## src/rtl/uart_rx_sampler_if.sv

```systemverilog
// Serial receiver bundle: line-side inputs, configuration and the per-frame
// result seen by the RX FIFO write logic.
//
// Handshake: rxValid is a one-clock strobe with no ready/back-pressure. On the
// clock where rxValid is 1, rxByte, parityErr and frameErr describe one frame;
// they hold their values until the next strobe. The consumer must take the
// frame on that clock (or ignore it); the receiver never waits.
interface uart_rx_sampler_if #(
    parameter int DATA_BITS = 8
);
    logic                 rxTick;
    logic                 rxSerial;
    logic                 osmSel;
    logic                 rxPen;
    logic                 rxEps;
    logic [DATA_BITS-1:0] rxByte;
    logic                 rxValid;
    logic                 parityErr;
    logic                 frameErr;
    logic                 rxBusy;

    // Receiver side
    modport slave (
        input  rxTick, rxSerial, osmSel, rxPen, rxEps,
        output rxByte, rxValid, parityErr, frameErr, rxBusy
    );

    // Line driver / consumer side
    modport master (
        output rxTick, rxSerial, osmSel, rxPen, rxEps,
        input  rxByte, rxValid, parityErr, frameErr, rxBusy
    );
endinterface

```

## src/rtl/uart_rx_sampler.sv

```systemverilog
// Oversampling UART receiver: synchronises the line, finds the start bit,
// majority-votes three mid-bit samples per bit, checks optional parity and the
// stop bit, and strobes one byte plus error flags per frame.
module uart_rx_sampler #(
    parameter int DATA_BITS = 8,
    parameter int OSR_HI    = 16,
    parameter int OSR_LO    = 13
) (
    input  logic                    clk,
    input  logic                    rstN,
    uart_rx_sampler_if.slave        rx_if,
    output logic [2:0]              dbg_state_o
);

    localparam int SMP_W = $clog2((OSR_HI > OSR_LO) ? OSR_HI : OSR_LO);
    localparam int BC_W  = (DATA_BITS > 1) ? $clog2(DATA_BITS) : 1;

    localparam logic [SMP_W-1:0] LAST_HI = SMP_W'(OSR_HI - 1);
    localparam logic [SMP_W-1:0] LAST_LO = SMP_W'(OSR_LO - 1);
    localparam logic [SMP_W-1:0] MID_HI  = SMP_W'(OSR_HI / 2);
    localparam logic [SMP_W-1:0] MID_LO  = SMP_W'(OSR_LO / 2);
    localparam logic [BC_W-1:0]  BC_LAST = BC_W'(DATA_BITS - 1);

    localparam logic [2:0] ST_IDLE   = 3'd0;
    localparam logic [2:0] ST_START  = 3'd1;
    localparam logic [2:0] ST_DATA   = 3'd2;
    localparam logic [2:0] ST_PARITY = 3'd3;
    localparam logic [2:0] ST_STOP   = 3'd4;

    // Line path
    logic sync1_q;
    logic rx_s_q;
    logic prev_q;

    // Frame state
    logic [2:0]           state_q, state_d;
    logic [SMP_W-1:0]     smp_q, smp_d;
    logic [BC_W-1:0]      bc_q, bc_d;
    logic [DATA_BITS-1:0] shift_q, shift_d;
    logic                 osm_q, osm_d;
    logic                 pen_q, pen_d;
    logic                 eps_q, eps_d;
    logic                 s0_q, s0_d;
    logic                 s1_q, s1_d;
    logic                 perr_q, perr_d;

    // Result registers
    logic [DATA_BITS-1:0] byte_q, byte_d;
    logic                 valid_q, valid_d;
    logic                 perr_out_q, perr_out_d;
    logic                 ferr_q, ferr_d;

    logic [SMP_W-1:0] smp_last;
    logic [SMP_W-1:0] smp_mid;
    logic             tick;
    logic             at_s0;
    logic             at_s1;
    logic             at_dec;
    logic             vote;

    // Bit-timing helpers derived from the OSR latched for this frame
    always_comb begin
        tick     = rx_if.rxTick;
        smp_last = osm_q ? LAST_LO : LAST_HI;
        smp_mid  = osm_q ? MID_LO : MID_HI;
        at_s0    = tick && (smp_q == smp_mid - SMP_W'(1));
        at_s1    = tick && (smp_q == smp_mid);
        at_dec   = tick && (smp_q == smp_mid + SMP_W'(1));
        // The third sample is the live synchronised line on the decision tick.
        vote     = (s0_q & s1_q) | (s0_q & rx_s_q) | (s1_q & rx_s_q);
    end

    // Two-flop synchroniser plus the last ticked sample for edge detection;
    // all reset to the idle-line level so release never looks like a start.
    always_ff @(posedge clk or negedge rstN) begin
        if (!rstN) begin
            sync1_q <= 1'b1;
            rx_s_q  <= 1'b1;
            prev_q  <= 1'b1;
        end else begin
            sync1_q <= rx_if.rxSerial;
            rx_s_q  <= sync1_q;
            if (tick) begin
                prev_q <= rx_s_q;
            end
        end
    end

    // Frame FSM: sample counting, voting, shifting and end-of-frame reporting
    always_comb begin
        state_d    = state_q;
        smp_d      = smp_q;
        bc_d       = bc_q;
        shift_d    = shift_q;
        osm_d      = osm_q;
        pen_d      = pen_q;
        eps_d      = eps_q;
        s0_d       = s0_q;
        s1_d       = s1_q;
        perr_d     = perr_q;
        byte_d     = byte_q;
        valid_d    = 1'b0;
        perr_out_d = perr_out_q;
        ferr_d     = ferr_q;

        if (state_q != ST_IDLE && tick) begin
            smp_d = (smp_q == smp_last) ? '0 : smp_q + SMP_W'(1);
        end
        if (at_s0) begin
            s0_d = rx_s_q;
        end
        if (at_s1) begin
            s1_d = rx_s_q;
        end

        case (state_q)
            ST_IDLE: begin
                // prev_q stays 0 across a held-low break, so no re-trigger
                // until the line has been seen high on a tick.
                if (tick && !rx_s_q && prev_q) begin
                    smp_d   = '0;
                    osm_d   = rx_if.osmSel;
                    pen_d   = rx_if.rxPen;
                    eps_d   = rx_if.rxEps;
                    perr_d  = 1'b0;
                    state_d = ST_START;
                end
            end
            ST_START: begin
                if (at_dec) begin
                    if (vote) begin
                        state_d = ST_IDLE;
                    end else begin
                        bc_d    = '0;
                        state_d = ST_DATA;
                    end
                end
            end
            ST_DATA: begin
                if (at_dec) begin
                    shift_d = {vote, shift_q[DATA_BITS-1:1]};
                    if (bc_q == BC_LAST) begin
                        state_d = pen_q ? ST_PARITY : ST_STOP;
                    end else begin
                        bc_d = bc_q + BC_W'(1);
                    end
                end
            end
            ST_PARITY: begin
                if (at_dec) begin
                    perr_d  = ((^shift_q) ^ vote) != ~eps_q;
                    state_d = ST_STOP;
                end
            end
            ST_STOP: begin
                if (at_dec) begin
                    byte_d     = shift_q;
                    perr_out_d = perr_q & pen_q;
                    ferr_d     = ~vote;
                    valid_d    = 1'b1;
                    state_d    = ST_IDLE;
                end
            end
            default: begin
                state_d = ST_IDLE;
            end
        endcase
    end

    // Frame state and result registers; reset discards any partial frame
    always_ff @(posedge clk or negedge rstN) begin
        if (!rstN) begin
            state_q    <= ST_IDLE;
            smp_q      <= '0;
            bc_q       <= '0;
            shift_q    <= '0;
            osm_q      <= 1'b0;
            pen_q      <= 1'b0;
            eps_q      <= 1'b0;
            s0_q       <= 1'b1;
            s1_q       <= 1'b1;
            perr_q     <= 1'b0;
            byte_q     <= '0;
            valid_q    <= 1'b0;
            perr_out_q <= 1'b0;
            ferr_q     <= 1'b0;
        end else begin
            state_q    <= state_d;
            smp_q      <= smp_d;
            bc_q       <= bc_d;
            shift_q    <= shift_d;
            osm_q      <= osm_d;
            pen_q      <= pen_d;
            eps_q      <= eps_d;
            s0_q       <= s0_d;
            s1_q       <= s1_d;
            perr_q     <= perr_d;
            byte_q     <= byte_d;
            valid_q    <= valid_d;
            perr_out_q <= perr_out_d;
            ferr_q     <= ferr_d;
        end
    end

    assign rx_if.rxByte    = byte_q;
    assign rx_if.rxValid   = valid_q;
    assign rx_if.parityErr = perr_out_q;
    assign rx_if.frameErr  = ferr_q;
    assign rx_if.rxBusy    = (state_q != ST_IDLE);
    assign dbg_state_o     = state_q;

endmodule

```

## src/flat_wrapper.sv

```systemverilog
// flat-port wrapper written by rule: the top's interface ports become plain ports
module uart_rx_sampler_flat 
#(
    parameter int DATA_BITS = 8,
    parameter int OSR_HI    = 16,
    parameter int OSR_LO    = 13
)
  (clk, rstN, dbg_state_o, rx_if_rxTick, rx_if_rxSerial, rx_if_osmSel, rx_if_rxPen, rx_if_rxEps, rx_if_rxByte, rx_if_rxValid, rx_if_parityErr, rx_if_frameErr, rx_if_rxBusy);
  uart_rx_sampler_if #(.DATA_BITS(DATA_BITS)) rx_if_i ();
  input  logic clk;
  input  logic rstN;
  output logic [2:0] dbg_state_o;
  input wire logic [$bits(rx_if_i.rxTick)-1:0] rx_if_rxTick;
  input wire logic [$bits(rx_if_i.rxSerial)-1:0] rx_if_rxSerial;
  input wire logic [$bits(rx_if_i.osmSel)-1:0] rx_if_osmSel;
  input wire logic [$bits(rx_if_i.rxPen)-1:0] rx_if_rxPen;
  input wire logic [$bits(rx_if_i.rxEps)-1:0] rx_if_rxEps;
  output wire logic [$bits(rx_if_i.rxByte)-1:0] rx_if_rxByte;
  output wire logic [$bits(rx_if_i.rxValid)-1:0] rx_if_rxValid;
  output wire logic [$bits(rx_if_i.parityErr)-1:0] rx_if_parityErr;
  output wire logic [$bits(rx_if_i.frameErr)-1:0] rx_if_frameErr;
  output wire logic [$bits(rx_if_i.rxBusy)-1:0] rx_if_rxBusy;
  assign rx_if_i.rxTick = rx_if_rxTick;
  assign rx_if_i.rxSerial = rx_if_rxSerial;
  assign rx_if_i.osmSel = rx_if_osmSel;
  assign rx_if_i.rxPen = rx_if_rxPen;
  assign rx_if_i.rxEps = rx_if_rxEps;
  assign rx_if_rxByte = rx_if_i.rxByte;
  assign rx_if_rxValid = rx_if_i.rxValid;
  assign rx_if_parityErr = rx_if_i.parityErr;
  assign rx_if_frameErr = rx_if_i.frameErr;
  assign rx_if_rxBusy = rx_if_i.rxBusy;
  uart_rx_sampler #(.DATA_BITS(DATA_BITS), .OSR_HI(OSR_HI), .OSR_LO(OSR_LO)) u_core (.clk(clk), .rstN(rstN), .rx_if(rx_if_i), .dbg_state_o(dbg_state_o));
endmodule
```

## config.mk

```make
export PLATFORM = sky130hd
export DESIGN_NAME = uart_rx_sampler_flat
export DESIGN_NICKNAME = d
export VERILOG_FILES = /design/src/rtl/uart_rx_sampler_if.sv /design/src/rtl/uart_rx_sampler.sv /design/src/flat_wrapper.sv
export SDC_FILE = /design/constraint.sdc
export NUM_CORES = 1
export LEC_CHECK = 0
export CAP_MARGIN = 40
export CELL_PAD_IN_SITES_DETAIL_PLACEMENT = 2
export CELL_PAD_IN_SITES_GLOBAL_PLACEMENT = 2
export CORE_ASPECT_RATIO = 0.8
export CORE_MARGIN = 5
export CORE_UTILIZATION = 36
export DETAILED_ROUTE_END_ITERATION = 6
export GPL_TIMING_DRIVEN = 0
export PLACE_DENSITY = 0.8
export SLEW_MARGIN = 5
export SYNTH_ARGS = -nofsm -noshare
export SYNTH_HDL_FRONTEND = slang
export SYNTH_SLANG_ARGS = --single-unit
```

## constraint.sdc

```tcl
create_clock -name clk -period 2.27 [get_ports clk]
set_input_delay 0.3405 -clock clk [delete_from_list [all_inputs] [get_ports clk]]
set_output_delay 0.3405 -clock clk [all_outputs]
set_load 0.03 [all_outputs]
```

# [Word level (Yosys, flattened, before mapping)]
# Cells that the tools add are included.
[word_totals] input_bits=7 out_inout_bits=15 ff_bits=38 elab_cells=91
[classes] n_bitwise=9 muxes=25 n_eq_ne=18 n_reduce_logical=18 n_addsub=4
[ops] operator="2-to-1 mux 3 bit" n=11
[ops] operator="2-to-1 mux 4 bit" n=5
[ops] operator="== test 4 bit" n=4
[ops] operator="case mux 3 bit (5 select lines)" n=1
[ops] operator="!= test 2 x 1 -> 1 bit (second input constant)" n=6
[ops] operator="adder 4 x 1 -> 4 bit (second input constant)" n=2
[ops] operator="parity 8 bit" n=1
[ops] operator="== test 3 x 2 -> 1 bit (second input constant)" n=2
[ops] operator="== test 3 bit (second input constant)" n=2
[ops] operator="logical AND 1 bit" n=6
[ops] operator="case mux 3 bit (2 select lines)" n=1
[ops] operator="AND reduction 2 bit" n=3
[ops] operator="AND reduction 6 bit" n=1
[ops] operator="AND reduction 5 bit" n=1
[ops] operator="AND 1 bit" n=4
[ops] operator="2-to-1 mux 1 bit" n=4
[ops] operator="2-to-1 mux 2 bit" n=2
[ops] operator="!= test 2 bit (second input constant)" n=2
[ops] operator="nonzero test 2 bit" n=2
[ops] operator="subtractor 4 x 1 -> 4 bit (second input constant)" n=1
[ops] operator="adder 3 x 1 -> 3 bit (second input constant)" n=1
[ops] operator="== test 3 x 1 -> 1 bit (second input constant)" n=1
[ops] operator="logical NOT 3 bit" n=1
[ops] operator="AND reduction 3 bit" n=1
[ops] operator="7 further kinds" n=9

# [Longest topological paths before layout]
# Gate-level depths: netlist (run 1).
[logic_depth] depth_word=7 mapped_depth=7 ltp_nobuf=7

# [Worst setup path before layout (run 1)]
# OpenSTA, ideal clock, no wires.
[synth_path] kind="register -> register" start="register u_core.state_q[1], in the netlist u_core.dbg_state_o[1]" end="register u_core.shift_q[0]" required_ns=2.145 path_slack_ns=0.503 period_less_slack_ns=1.767 n_path_buf=2 arrival_ns=1.642 path_stages_with_launch=6 setup_ns=0.125 path_cell_list="dfrtp_1 -> clkbuf_8 -> nor3b_1 -> and2_1 -> buf_2 -> mux2_2"
[synth_between] elab_chain_cells=2
[synth_lines] item="from (decl)" line="uart_rx_sampler.sv:36" source="logic [2:0] state_q, state_d;"
[synth_lines] item="from (signal assigned)" line="uart_rx_sampler.sv:188" source="state_q <= state_d;"
[synth_lines] item="== test 3 x 2 -> 1 bit" line="uart_rx_sampler.sv:116" source="case (state_q)"
[synth_lines] item="AND reduction 2 bit (no line)"
[synth_lines] item="to (signal assigned)" line="uart_rx_sampler.sv:191" source="shift_q <= shift_d;"
[synth_lines] item="to (decl)" line="uart_rx_sampler.sv:39" source="logic [DATA_BITS-1:0] shift_q, shift_d;"
# No other way between the ends.
# A chain may end at the register's enable or synchronous reset.

# [Worst setup path after layout (run 1)]
[layout_path] start="register u_core.state_q[0], in the netlist u_core.dbg_state_o[0]" end="output port rx_if_rxBusy"
[layout_between] elab_chain_cells=1
[layout_lines] item="nonzero test 3 bit" line="uart_rx_sampler.sv:209" source="assign rx_if.rxBusy = (state_q != ST_IDLE);"
[layout_lines] item="to (decl)" line="flat_wrapper.sv:22" source="output wire logic [$bits(rx_if_i.rxBusy)-1:0] rx_if_rxBusy;"
# No other way between the ends.

==> results.toml, run 1 <==
[cts]
htree_levels = 2
root_buffer = "clkbuf_8"
cts_sinks = 38
cts_tree = "yes"
numCtsBuffers = 5
clk_latency_ns = 0.29
post_cts_buffers = 0
clkTransAtPathRegs_ns = 0.07
clockBufferDepth = 2

[timing]
maxSlewViolCount = 0
holdWs_ns = 0.154
fin_skew_ns = 0.00278
worst_slack_ns = 0.199
hold_viol_final = 0
tightest_slew_ns = 0.844
rsz0062_at_grt = "no"
fmax_ghz = 0.483
setup_viol = 0
slew_headroom_pct = 43.8
fin_crit_ns = 2.07
fin_crit_sh_pct = 91.2

[critical_path]
cp_slowest_stage_delay_ns = 0.43
crit_fanout = 10
crit_arrival_ns = 1.73
path_cells = "buf_6 > nor2_1 > nand2_1 > dlygate4sd2_1"
critical_path.slowest_cell = "dfrtp_1"
regToRegEndpoint = "u_core.shift_q[0]$_DFFE_PN0P_"
cp-start-kind = "flip-flop"
crit_type = "reg -> out"
endpoint_kind = "primary output"
critPathRequiredTime_ns = 1.93
rr_worst_depth = 6
rrSetupSlack_ns = 0.28
r2r-start = "u_core.smp_q[1]$_DFF_PN0_"

[die]
initial_core_util_pct = 37.0
die_x_um = 90.0
ios = 22
core_region_area_um2 = 4980
num_rows = 23
die_y_um = 74.0
die-area_um2 = 6660

[drt]
initialDrtViolationCount = 55
viasPerCell = 5.26
wl_mm = 4.58
drc = 0
wl_per_cell_um = 18.4
num_vias = 1310
detail-route-antenna-nets = 0
first_pass_iters = 4

[placed_design]
dp_hpwl_mm = 3.10
post-place-ws_ns = 0.319
port-buffer-count = 20
gp_congestion = 0.820

[synthesis]
syn_area_um2 = 1840
synth-edff-count = 0
synth_fp_nets = 169
synth_top_cell_by_area = "dfrtp_1"
ys_async_sr_fraction_pct = 100
synth.avg_cell_area_um2 = 11.6
yosysWarningCount = 0
synth_top_area_share_pct = 44.8
ys_seq_area_share_pct = 52.0
ys_ff_latch = 38
synth.distinct_cells = 33
synthFlopType = "dfrtp_1"
synth_area_leaders = "dfrtp_1 45%, mux2_2 12%, dfstp_2 7.1%"
synth_cells = 159

[grt]
grt.met1_usage_pct = 18.0
grtUsageTotal_pct = 15.0
busiest_layer = "met2"
use_met2_pct = 27.3
overflow = 0
grt_first_pass_wirelength_mm = 7.78
met3_usage_pct = 3.13
grt_pass1_vias = 1496
grt_max_degree = 39
antenna_found_initial = 0

[cells_and_area]
fillers = 503
multi_input_area_um2 = 797
layout_commonest_cell = "dfrtp_1"
final_core_util_pct = 45.3
area_growth_pct = 22.5
finalNetCount = 196
final_cell_mix = "33 x dfrtp_1, 20 x nand2_1, 19 x mux2_2"
drive_gt1_share_pct = 24.1
register_area_um2 = 957
diodes = 0

[power_and_ir_drop]
power.density_nw_per_um2 = 1130
p_sw_w = 0.000884
ir_worst_vdd_uv = 493
switching_share_pct = 34.8
combPwrFrac_pct = 33.4
p_leak_nw = 1.05
p_clk_share_pct = 28.0
p_int_w = 0.00166
seqPwrFrac_pct = 38.6

[outcome]
status = "finished, final reports clean"

[flow_run]
drv_cap = 0

[min_path]
worstHoldPathType = "in -> async"
logic make-up after synthesis:
logic type,count (synthesis),share of synthesized area (%)
multiplexers,22,13.2
adder cells (fa/ha/maj),5,3.19
AO/OA/AOI/OAI,18,6.86
AND/OR/NAND/NOR,50,13.8
buffers and inverters,13,4.76
XOR/XNOR,13,6.18
flip-flops,38,52.0
layer usage:
metal | share of wire (%) | routed length (um) | vias to the layer above
met2 | 52 | 2370 | 17
li1 | - | - | 593
met5 | 0 | 0 | -
met1 | 45 | 2050 | 693
met3 | 2.6 | 117 | 7
met4 | 1.2 | 53 | 0
sequential cells by signal, summed over array words and instances (netlist names):
signal and count:
u_core.bc_q 3, u_core.dbg_state_o 3, u_core.eps_q 1, u_core.osm_q 1, u_core.pen_q 1, u_core.perr_q 1, u_core.prev_q 1, u_core.rx_if.frameErr 1
u_core.rx_if.parityErr 1, u_core.rx_if.rxByte 8, u_core.rx_if.rxValid 1, u_core.rx_s_q 1, u_core.s0_q 1, u_core.s1_q 1, u_core.shift_q 8, u_core.smp_q 4
u_core.sync1_q 1
power by group through the flow:
stage	sequential [W]	clock (W)	combinational, W
CTS	0.000979	0.000729	0.000857
floorplan	0.000984	0	0.000564
finish	0.000981	0.000713	0.000848
global placement	0.000968	0	0.000767
global route	0.00100	0.000756	0.000935
detailed placement	0.000991	0	0.000832
cells in the mapped netlist, drive strengths merged, types with 2 or more instances:
library cell   n
dfrtp         33
nand2         20
mux2          19
nor2          12
o21ai          9
xnor2          9
inv            6
nand3          6
buf            5
dfstp          5
a21oi          4
xor2           4
ha             3
mux2i          3
nor3b          3
clkbuf         2
maj3           2
nand4          2
repair_timing:
item                                    4_1_cts  5_1_grt
resized for setup                             1        0
hold buffers                                  0        0
endpoints found under the setup margin        1        0
through the flow:
step / std cells / power, W / area, um2 / TNS, ns
final: 249 / 0.00254 / 2260 / 0
after global routing: 249 / 0.00269 / 2260 / 0
after CTS: 249 / 0.00257 / 2260 / 0
after detailed placement: 241 / 0.00182 / 2110 / 0
after global placement: 241 / 0.00174 / 2120 / -0.134
after floorplan: 159 / 0.00155 / 1840 / 0
worst max-delay path, delay by kind of cell, from the launching register on:
| kind | cells | cell delay, ns |
|---|---|---|
| flops | 1 | 0.43 |
| buf+inv | 2 | 0.57 |
| simple gates | 2 | 0.45 |
area by class of cell:
class | count | share of cell area (%)
plain buffers | 7 | 2.88
clock buffers | 6 | 3.66
clock inverters | 2 | 2.66
inverters | 6 | 0.998
multi-input cells | 108 | 35.3
flip-flops and latches | 38 | 42.4
well taps | 62 | 3.44
repair buffers | 20 | 8.60
how the worst max path moves through the flow:
stage	start	endpoint	slack, ns	cells past startpoint
after floorplan	u_core.dbg_state_o[1]$_DFFE_PN0P_	u_core.shift_q[0]$_DFFE_PN0P_	0.50	5
after global placement	rstN	u_core.bc_q[0]$_DFFE_PN0P_	-0.005	1
after detailed placement	u_core.smp_q[1]$_DFF_PN0_	u_core.rx_if.rxByte[4]$_DFFE_PN0P_	0.32	6
after CTS	u_core.dbg_state_o[0]$_DFFE_PN0P_	rx_if_rxBusy	0.21	4
after global routing	u_core.dbg_state_o[0]$_DFFE_PN0P_	rx_if_rxBusy	0.13	4
final	u_core.dbg_state_o[0]$_DFFE_PN0P_	rx_if_rxBusy	0.20	4
Power figures use the tool's default switching activity.
==> run 2, diff against run 1 <==
- CORE_MARGIN: 5 -> 2
- CORE_UTILIZATION: 36 -> 33
- PLACE_DENSITY: 0.8 -> 0.78
- clock period: 2.27 -> 1.8 ns (I/O delays scaled with it)
==> run 2 against run 1 <==
Power up 21%. Combinational power up 46%. Sequential power rose by 26%. Hold slack improved by 0.18 ns. Routed wire length about the same. Utilization fell by 1.6 points. The run now ends with setup timing left. Via count up 1.1%. Worst setup slack got worse by 0.27 ns. Design area up 4.7%. Clock power down 17%. Critical endpoint is now u_core.dbg_state_o[0]$_DFFE_PN0P_. Sequential share of layout area decreased by 1.8 points.
==> results.toml, run 2 (same netlist as run 1, synthesis figures left out) <==
[timing]
fin_crit_sh_pct = 104
hold_viol_final = 0
fin_skew_ns = 0.0101
fin_crit_ns = 1.88
worst_slack_ns = -0.0753
maxSlewViolCount = 0
fmax_ghz = 0.533
slew_headroom_pct = 72.9
setup_viol = 10
rsz0062_at_grt = "yes"
tightest_slew_ns = 0.402

[power_and_ir_drop]
p_total_w = 0.00307
ir_worst_vdd_uv = 484
p_leak_nw = 1.09
power.density_nw_per_um2 = 1300

[critical_path]
critPathRequiredTime_ns = 2.01
cp_slowest_stage_delay_ns = 0.40
cp-start-kind = "flip-flop"
crit_fanout = 4
crit_type = "reg -> reg"
crit_arrival_ns = 2.09
endpoint_kind = "flip-flop"
critical_path.slowest_cell = "dfrtp_1"
path_cells = "buf_6 > nor4b_4 > buf_4 > o211ai_4 > maj3_2 > a221o_1 > a21oi_2"

[grt]
grtUsageTotal_pct = 15.9
grt_max_degree = 39
grt_first_pass_wirelength_mm = 7.58
grt_pass1_vias = 1468
overflow = 0
antenna_found_initial = 0

[cts]
clk_latency_ns = 0.28
cts_tree = "yes"
cts_sinks = 38
clockBufferDepth = 2
numCtsBuffers = 5
clkTransAtPathRegs_ns = 0.07
htree_levels = 2
root_buffer = "clkbuf_8"

[die]
core_region_area_um2 = 5410
die_y_um = 70.8
die_x_um = 87.5
num_rows = 24
initial_core_util_pct = 34.1
die-area_um2 = 6200
ios = 22

[placed_design]
dp_hpwl_mm = 3.02
gp_congestion = 0.744
dp.cells = 245
port-buffer-count = 20

[flow_run]
drv_cap = 0

[cells_and_area]
layout_commonest_cell = "dfrtp_1"
drive_gt1_share_pct = 31.5
final_cell_mix = "31 x dfrtp_1, 19 x nand2_1, 19 x mux2_2"
diodes = 0
finalNetCount = 209
area_growth_pct = 28.2
final_core_util_pct = 43.7
final_cells = 265

[drt]
detail-route-antenna-nets = 0
drc = 0
initialDrtViolationCount = 65
wl_per_cell_um = 17.3
first_pass_iters = 4
num_vias = 1324
wl_mm = 4.59
viasPerCell = 5.00

[outcome]
status = "finished with violations"
violations = "setup timing"

[min_path]
worstHoldPathType = "in -> reg"
-- run 2: cell types whose count changed in the layout (fill, tap and decap cells not counted), moves of 2 or more --
cell	change
buf_4	+11
o21ai_1	+2
buf_2	-2
bufinv_16	-2
o21ai_0	-3
clkbuf_1	+2
dfrtp_1	-2
buf_6	+3
dfrtp_2	+2
-- run 2: final timing paths --
kind                                           start                                end  slack (ns)  cells after the start
setup / recovery           u_core.smp_q[1]$_DFF_PN0_  u_core.dbg_state_o[0]$_DFFE_PN0P_       -0.08                      7
hold / removal                          rx_if_rxTick          u_core.prev_q$_DFFE_PN1P_        0.33                      2
setup reg to reg           u_core.smp_q[1]$_DFF_PN0_  u_core.dbg_state_o[0]$_DFFE_PN0P_       -0.08                      7
hold reg to reg             u_core.sync1_q$_DFF_PN1_            u_core.rx_s_q$_DFF_PN1_        0.36                      0
max in group asynchronous                       rstN            u_core.s1_q$_DFFE_PN1P_        1.05                      3
min in group asynchronous                       rstN          u_core.perr_q$_DFFE_PN0P_        0.49                      3
-- run 2: repair_timing --
| action | 4_1_cts | 5_1_grt |
|---|---|---|
| gates cloned | 1 | 0 |
| hold buffers | 1 | 0 |
| setup buffers | 4 | 6 |
| pin swaps | 3 | 2 |
| resized for setup | 16 | 7 |
| endpoints found under the setup margin | 21 | 19 |
| endpoints found under the hold margin | 33 | 0 |
-- run 2: metrics by stage --
step,hold slack [ns],area [um2],TNS [ns],worst slack (ns)
finish,0.330,2360,-0.286,-0.0753
floorplan,-0.0256,1840,0,0.0332
global placement,0.346,2120,-15.92,-0.427
global route,0.336,2360,-0.997,-0.153
CTS,0.320,2310,-0.334,-0.123
detailed placement,0.256,2140,-2.83,-0.264
-- run 2: routing by layer --
metal  global-route usage (%)  up-vias  routed length (um)
met4                     3.08        0                  17
li1                         -      618                   -
met3                     3.85        2                 114
met5                        0        -                   0
met2                     27.6       15                2430
met1                     20.3      689                2030
-- run 2: final cells by class --
class | count | area [um2]
Inverter | 6 | 22.5
Tap cell | 65 | 81.3
Timing Repair Buffer | 33 | 303
Buffer | 7 | 83.8
Sequential cell | 38 | 960
Clock buffer | 8 | 90.1
Multi-Input combinational cell | 108 | 821
Fill cell | 582 | 3040
-- run 2: power by group --
part	internal, W	switching [W]
Combinational	0.000578	0.000661
Sequential	0.00105	0.000194
Clock	0.000312	0.000277
-- run 2: critical path: cells and delay by family, from the launching register on --
family / cells / cell delay [ns]
AOI/OAI and AO/OA: 3 / 0.52
DFF: 1 / 0.40
adders and majority gates: 1 / 0.33
buffers and inverters: 2 / 0.32
and+or+nand+nor: 1 / 0.26
